### config.mk
export PLATFORM = sky130hd
export DESIGN_NAME = bit_serial_bitwise_unit
export DESIGN_NICKNAME = d
export VERILOG_FILES = /design/src/rtl/bit_serial_bitwise_unit.sv
export SDC_FILE = /design/constraint.sdc
export NUM_CORES = 1
export LEC_CHECK = 0
export CORE_MARGIN = 2
export CORE_UTILIZATION = 59
export DETAILED_ROUTE_END_ITERATION = 6
export DONT_BUFFER_PORTS = 1
export GPL_ROUTABILITY_DRIVEN = 0
export MAX_ROUTING_LAYER = met4
export PLACE_DENSITY = 0.82
export SYNTH_ARGS = -nofsm -noshare
export SYNTH_HDL_FRONTEND = slang
export SYNTH_SLANG_ARGS = --single-unit
### constraint.sdc
create_clock -name clk -period 5.99 [get_ports clk]
set_input_delay 1.198 -clock clk [delete_from_list [all_inputs] [get_ports clk]]
set_output_delay 1.198 -clock clk [all_outputs]
set_load 0.05 [all_outputs]
### src/rtl/bit_serial_bitwise_unit.sv
// bit_serial_bitwise_unit
//   Bit-serial AND/OR/XOR/NAND unit. It accepts one N-bit operand pair and an
//   op code through a valid/ready handshake. It then evaluates W bits per clock
//   on a single W-bit logic slice, starting with the LSB slice. The N-bit result
//   is returned through a second valid/ready handshake.
//
// Parameters
//   N  operand/result width (multiple of W)
//   W  bits processed per cycle (1 <= W <= N)
//
// Ports
//   clk        clock, rising edge
//   rst_n      asynchronous active-low reset
//   in_valid   operand pair and op valid
//   in_ready   unit idle, can accept operands
//   a, b       N-bit operands
//   op         00 AND, 01 OR, 10 XOR, 11 NAND
//   out_valid  result c valid
//   out_ready  consumer accepts result
//   c          N-bit result
//   busy       operation in progress or result waiting
module bit_serial_bitwise_unit #(
   parameter int unsigned N = 32,
   parameter int unsigned W = 8
) (
   input  logic         clk,
   input  logic         rst_n,
   input  logic         in_valid,
   output logic         in_ready,
   input  logic [N-1:0] a,
   input  logic [N-1:0] b,
   input  logic [1:0]   op,
   output logic         out_valid,
   input  logic         out_ready,
   output logic [N-1:0] c,
   output logic         busy
);

   localparam int unsigned NS = N / W;
   localparam int unsigned CW = (NS > 1) ? $clog2(NS) : 1;
   localparam logic [CW-1:0] LAST_SLICE = CW'(NS - 1);
   localparam logic [W-1:0]  SLICE_ONES = '1;

   generate
      if (W < 1 || W > N || (N % W) != 0) begin : g_bad_params
         $error("bit_serial_bitwise_unit: N must be a multiple of W and 1 <= W <= N");
      end
   endgenerate

   typedef enum logic [1:0] {
      S_IDLE = 2'd0,
      S_RUN  = 2'd1,
      S_DONE = 2'd2
   } state_t;

   state_t        state_q, state_d;
   logic [CW-1:0] cnt_q, cnt_d;
   logic [N-1:0]  a_q, a_d;
   logic [N-1:0]  b_q, b_d;
   logic [1:0]    op_q, op_d;
   logic [N-1:0]  c_q, c_d;

   // Single W-bit slice datapath: the active slice is shifted down to bit 0,
   // evaluated, and shifted back into place in c.
   int unsigned   sh;
   logic [W-1:0]  sa, sb, res;

   always_comb begin
      sh  = 32'(cnt_q) * W;
      sa  = W'(a_q >> sh);
      sb  = W'(b_q >> sh);
      res = '0;
      case (op_q)
         2'b00:   res = sa & sb;
         2'b01:   res = sa | sb;
         2'b10:   res = sa ^ sb;
         default: res = ~(sa & sb);
      endcase
   end

   always_comb begin
      state_d = state_q;
      cnt_d   = cnt_q;
      a_d     = a_q;
      b_d     = b_q;
      op_d    = op_q;
      c_d     = c_q;
      case (state_q)
         S_IDLE: begin
            if (in_valid) begin
               a_d     = a;
               b_d     = b;
               op_d    = op;
               cnt_d   = '0;
               c_d     = '0;
               state_d = S_RUN;
            end
         end
         S_RUN: begin
            c_d = (c_q & ~(N'(SLICE_ONES) << sh)) | (N'(res) << sh);
            if (cnt_q == LAST_SLICE) begin
               cnt_d   = '0;
               state_d = S_DONE;
            end else begin
               cnt_d = cnt_q + CW'(1);
            end
         end
         S_DONE: begin
            if (out_ready) begin
               state_d = S_IDLE;
            end
         end
         default: state_d = S_IDLE;
      endcase
   end

   always_ff @(posedge clk or negedge rst_n) begin
      if (!rst_n) begin
         state_q <= S_IDLE;
         cnt_q   <= '0;
         a_q     <= '0;
         b_q     <= '0;
         op_q    <= '0;
         c_q     <= '0;
      end else begin
         state_q <= state_d;
         cnt_q   <= cnt_d;
         a_q     <= a_d;
         b_q     <= b_d;
         op_q    <= op_d;
         c_q     <= c_d;
      end
   end

   // Outputs depend on registered state only.
   assign in_ready  = (state_q == S_IDLE);
   assign out_valid = (state_q == S_DONE);
   assign busy      = (state_q == S_RUN) || (state_q == S_DONE);
   assign c         = c_q;

endmodule

# Yosys cells after proc, flatten, opt, wreduce, memory -nomap -nowiden
# Cells that the tools add are included.
classes:
  addsub: 1
  div_mod_pow: 0
  n_eq_ne: 8
  multipliers: 0
  magnitude_cmp: 0
  mux: 10
  reduce_logical: 7
  bitwise_logic: 7
  shifts: 4
ops:
  columns: ["operator", "n"]
  rows:
  - ["$pmux 32 s2", 1]
  - ["$shr 32x5->8", 2]
  - ["$and 32x32->32", 1]
  - ["$mux 32", 1]
  - ["$not 32->32", 1]
  - ["$or 32x32->32", 1]
  - ["$shl 8x5->32", 1]
  - ["$shl 8x5->32 const A", 1]
  - ["$pmux 8 s3", 1]
  - ["$mux 2", 5]
  - ["$and 8x8->8", 1]
  - ["$not 8->8", 1]
  - ["$or 8x8->8", 1]
  - ["$xor 8x8->8", 1]
  - ["$eq 2x2->1 const B", 3]
  - ["$pmux 2 s3", 1]
  - ["$eq 2x1->1 const B", 2]
  - ["$logic_not 2->1", 2]
  - ["$ne 2x2->1 const B", 2]
  - ["$pmux 2 s2", 1]
  - ["$reduce_and 2->1", 2]
  - ["$reduce_and 3->1", 1]
  - ["$add 2x1->2 const B", 1]
  - ["$ne 2x1->1 const B", 1]
  - ["other kinds (2)", 2]
word_totals:
  ram_bits: 0
  latch_bits: 0
  in_bits: 70
  ff_bits: 102
  mem_count: 0
  word_cells: 43
  rom_bits: 0

# Logic depth before layout (Yosys ltp)
logic_depth:
  ltp_word: 7
  ltp_mapped: 7

# Least setup slack after synthesis
# No wires, ideal clock.
synth_timing:
  kind: "register to output"
  start: "register state_q[0]"
  end: "output port in_ready"
  path_buffers: 0
  t_arrival_ps: 975
  path_stages_with_launch: 3
  slack_ps: 3817
  t_required_ps: 4792
  cell_sequence: "dfrtp_1 -> inv_1 -> ha_1"
synth_via:
  elab_chain_cells: 1
synth_lines:
  columns: ["item", "line", "text"]
  rows:
  - ["start: declaration", "56", "state_t state_q, state_d;"]
  - ["start signal: assignment", "126", "state_q <= state_d;"]
  - ["$logic_not 2->1", "136", "assign in_ready = (state_q == S_IDLE);"]
  - ["end: declaration", "29", "output logic in_ready,"]
# Every way passes these cells.

# Worst setup path after layout
layout_timing:
  start: "register cnt_q[1]"
  end: "register c_q[16] (netlist: c[16])"
layout_via:
  elab_chain_cells: 7
  word_cells_on_any_way: 13
  classes_between: "shift: 4; mux: 2; bitwise: 7"
layout_lines:
  columns: ["item", "line", "text"]
  rows:
  - ["start: declaration", "57", "logic [CW-1:0] cnt_q, cnt_d;"]
  - ["start signal: assignment", "127", "cnt_q <= cnt_d;"]
  - ["$shr 32x5->8, on equally long branches", "70, 71", null]
  - ["$and 8x8->8", "74, 77", null]
  - ["$not 8->8", "77", "default: res = ~(sa & sb);"]
  - ["$pmux 8 s3", "73", "case (op_q)"]
  - ["$shl 8x5->32", "100", "c_d = (c_q & ~(N'(SLICE_ONES) << sh)) | (N'(res) << sh);"]
  - ["$or 32x32->32 *", "100", null]
  - ["$pmux 32 s2 *", "88", "case (state_q)"]
  - ["end signal: assignment", "124", "c_q <= '0;"]
  - ["end signal: assignment", "131", "c_q <= c_d;"]
  - ["end: declaration", "61", "logic [N-1:0] c_q, c_d;"]
# Mark *: on every way between the ends. The rest lies on a longest branch, timed or not.
# A chain may end at the register's enable or synchronous reset.

==> summary.txt <==
===============================================================================
Run status ....................................................... finished clean
Worst setup SP type ..............................................         flop
Row count ........................................................           34
Clock sink total .................................................          102
Cell Area, Placed ................................................     5290 um2
Number of buffers added for setup after CTS ......................            0
Total overflow reported by the global router .....................            0
Die Ht ...........................................................      98.7 um
Die ar. ..........................................................     9750 um2
Share of Yosys cell area claimed by the top area cell type .......        48.2%
Endpoint class of the critical path ..............................         flop
Count of boundary I/O pins .......................................          105
CP arrival .......................................................      3010 ps
Share of the clock period used by the worst path after layout ....        46.7%
Count of vias placed by the detailed router ......................        2,978
Max-Cap Viols ....................................................            0
Portion of the post-synthesis area used by sequential elements ...        48.2%
Wire length reported by the detailed router ......................    10,300 um
Synth area leaders ............................................... sky130_fd_sc_hd__dfrtp_1 48%, sky130_fd_sc_hd__mux2_4 11%, sky130_fd_sc_hd__mux4_2 6.8%
Setup TNS ........................................................         0 ps
Synth unique cells ...............................................           30
CTS clock-pin slew for the worst setup and hold paths ............       100 ps
Number of buffers inserted by hold repair at cts .................            0
Seq cells post-synth .............................................          102
Half-perimeter wire length after placement .......................      7570 um
Final instance area ..............................................     5470 um2
Max H-tree Level .................................................            3
Number of endpoints with negative hold slack in the final report .            0
Endpoint required time on the critical path ......................      6210 ps
Routed vias/inst .................................................         6.08
Number of detailed-routing iterations run before antenna repair ..            4
Unrepaired setup endpoints after global routing ..................        false
Average wire per standard cell ...................................      21.1 um
Area growth from synthesis to layout .............................        3.38%
Number of buffers on the longest clock path ......................            2
DRC violation total after the first TritonRoute iteration ........          130
Core Footprint ...................................................     8720 um2
Maximum net fanout on the critical path ..........................           22
Number of global-route vias before repair ........................        3,268
Diodes inserted ..................................................            0
Slew Viols, Final ................................................            0
Netlist area before placement ....................................     5290 um2
Initial standard-cell utilization of the core ....................        60.7%
Max Clock Skew ...................................................      14.9 ps
Antenna violations before repair .................................            0
Crit path time final .............................................      2800 ps
Antenna-violating nets left ......................................            0
Horiz. Die Dim ...................................................      98.7 um
Power per standard cell area .....................................   662 nW/um2
Synthesized instance count .......................................          383
Rel. slew slack ..................................................        30.0%
Highest achievable clock rate ....................................      358 MHz
Worst min-delay path class ....................................... input port to async pin
Most common library cell in the layout ignoring fill and taps .... sky130_fd_sc_hd__dfrtp_1
Overall track demand over capacity in global routing .............        23.4%
Worst R2R Setup Slack ............................................      3190 ps
Warnings, synthesis ..............................................            0
Pin count of the biggest net entering global routing .............          103
Slew at the pin closest to its max-slew limit ....................      1050 ps
Cell accounting for the most synthesized area .................... sky130_fd_sc_hd__dfrtp_1
Number of buffers created by CTS .................................            9
Wire length of the first global-routing pass .....................    17,200 um
Post-Synthesis Net Count .........................................          476
Clock latency at the later pin of the worst-skew pair ............       370 ps
Cell chosen for the clock root ................................... sky130_fd_sc_hd__clkbuf_8
Static leakage ...................................................      2.49 nW
Syn Area/Cell ....................................................     13.8 um2
Number of gates resized after CTS ................................            0
Clock tree from TritonCTS ........................................          yes
Kind of critical path ............................................ flop to flop
Endpoints failing setup ..........................................            0
Proportion of layout cells with a drive suffix above 1 ...........        31.9%
Most frequent cells in the layout ................................ 102 x sky130_fd_sc_hd__dfrtp_1, 49 x sky130_fd_sc_hd__inv_1, 40 x sky130_fd_sc_hd__mux2_4
Number of I/O port buffers .......................................            0
Peak supply drop .................................................     0.305 mV
Layout net count .................................................          471
DRC violation count after routing ................................            0
===============================================================================
==> power breakdown <==
part,total [mW],internal (mW),switching [mW]
logic,1.68,0.858,0.826
registers,1.52,1.00,0.523
clock network,0.413,0.178,0.236
==> metrics by stage <==
step / worst slack (ps) / power, mW / util (%) / hold WS, ps / cells
after global placement: 3280 / 3.13 / 60.6 / 485 / 475
after detailed placement: 3250 / 3.22 / 60.6 / 488 / 475
after CTS: 3230 / 3.64 / 62.8 / 501 / 490
after floorplan: 3820 / 2.90 / - / 474 / 383
final: 3190 / 3.62 / 62.8 / 511 / 490
after global routing: 3070 / 3.88 / 62.8 / 493 / 490
==> final timing paths <==
check,from,endpoint,cells after the start
setup / recovery,cnt_q[1],c[16],6
hold / removal,rst_n,c[27],0
setup reg to reg,cnt_q[1],c[16],6
hold reg to reg,b_q[18],b_q[18],1
max in group asynchronous,rst_n,state_q[0],0
min in group clk,b_q[18],b_q[18],1
==> cell type report <==
| cell class | instances | area (um2) |
|---|---|---|
| Inverter | 49 | 184 |
| Clock buffer | 11 | 151 |
| Multi-Input combinational cell | 214 | 2400 |
| Fill cell | 637 | 3250 |
| Tap cell | 108 | 135 |
| Sequential cell | 102 | 2550 |
| Clock inverter | 4 | 35.0 |
| Timing Repair Buffer | 2 | 15.0 |
==> cell families after synthesis <==
family                     share of synthesized area, %
adders and majority gates                          5.44
buffers and inverters                              6.59
muxes                                              23.9
AOI/OAI and AO/OA                                  8.39
and+or+nand+nor                                    7.49
DFF                                                48.2
==> metal layers <==
| metal | vias up | routed length [um] | GRT usage, % | share of wire [%] |
|---|---|---|---|---|
| met3 | 14 | 967 | 8.09 | 9.4 |
| li1 | 1349 | - | - | - |
| met4 | 0 | 146 | 6.95 | 1.4 |
| met2 | 115 | 4830 | 34.9 | 47 |
| met1 | 1500 | 4380 | 30.7 | 42 |
| met5 | - | 0 | - | 0 |
==> Yosys cell counts <==
cell and number:
sky130_fd_sc_hd__dfrtp_1 102, sky130_fd_sc_hd__buf_6 10, sky130_fd_sc_hd__mux2_4 40, sky130_fd_sc_hd__nor2b_1 7, sky130_fd_sc_hd__nand2b_1 3, sky130_fd_sc_hd__clkbuf_4 1
sky130_fd_sc_hd__a21boi_2 2, sky130_fd_sc_hd__buf_2 3, sky130_fd_sc_hd__o21ai_0 9, sky130_fd_sc_hd__a21boi_1 6, sky130_fd_sc_hd__mux2i_1 1, sky130_fd_sc_hd__mux4_2 16
sky130_fd_sc_hd__or2_2 5, sky130_fd_sc_hd__o31ai_1 8, sky130_fd_sc_hd__and2b_1 9, sky130_fd_sc_hd__nor3_1 1, sky130_fd_sc_hd__inv_1 49, sky130_fd_sc_hd__a32o_1 1
sky130_fd_sc_hd__o32ai_1 24, sky130_fd_sc_hd__ha_1 23, sky130_fd_sc_hd__nand4_4 4, sky130_fd_sc_hd__nand2_1 10, sky130_fd_sc_hd__nor2b_4 1, sky130_fd_sc_hd__a31oi_1 4
sky130_fd_sc_hd__a21oi_2 3, sky130_fd_sc_hd__nand3_1 1, sky130_fd_sc_hd__mux2_2 26, sky130_fd_sc_hd__buf_4 4, sky130_fd_sc_hd__or2_1 3, sky130_fd_sc_hd__nor3_2 7
==> critical path, cell delays in order, from the launching register on <==
cell,delay [ps]
sky130_fd_sc_hd__dfrtp_1,1020
sky130_fd_sc_hd__mux4_2,460
sky130_fd_sc_hd__inv_1,90
sky130_fd_sc_hd__ha_1,220
sky130_fd_sc_hd__or2_2,270
sky130_fd_sc_hd__a21boi_1,410
sky130_fd_sc_hd__o32ai_1,170
==> state kept, by name (all words and copies together) (netlist names) <==
signal	cells
a_q	32
b_q	32
c	32
cnt_q	2
op_q	2
state_q	2
(Power assumes the default switching activity.)
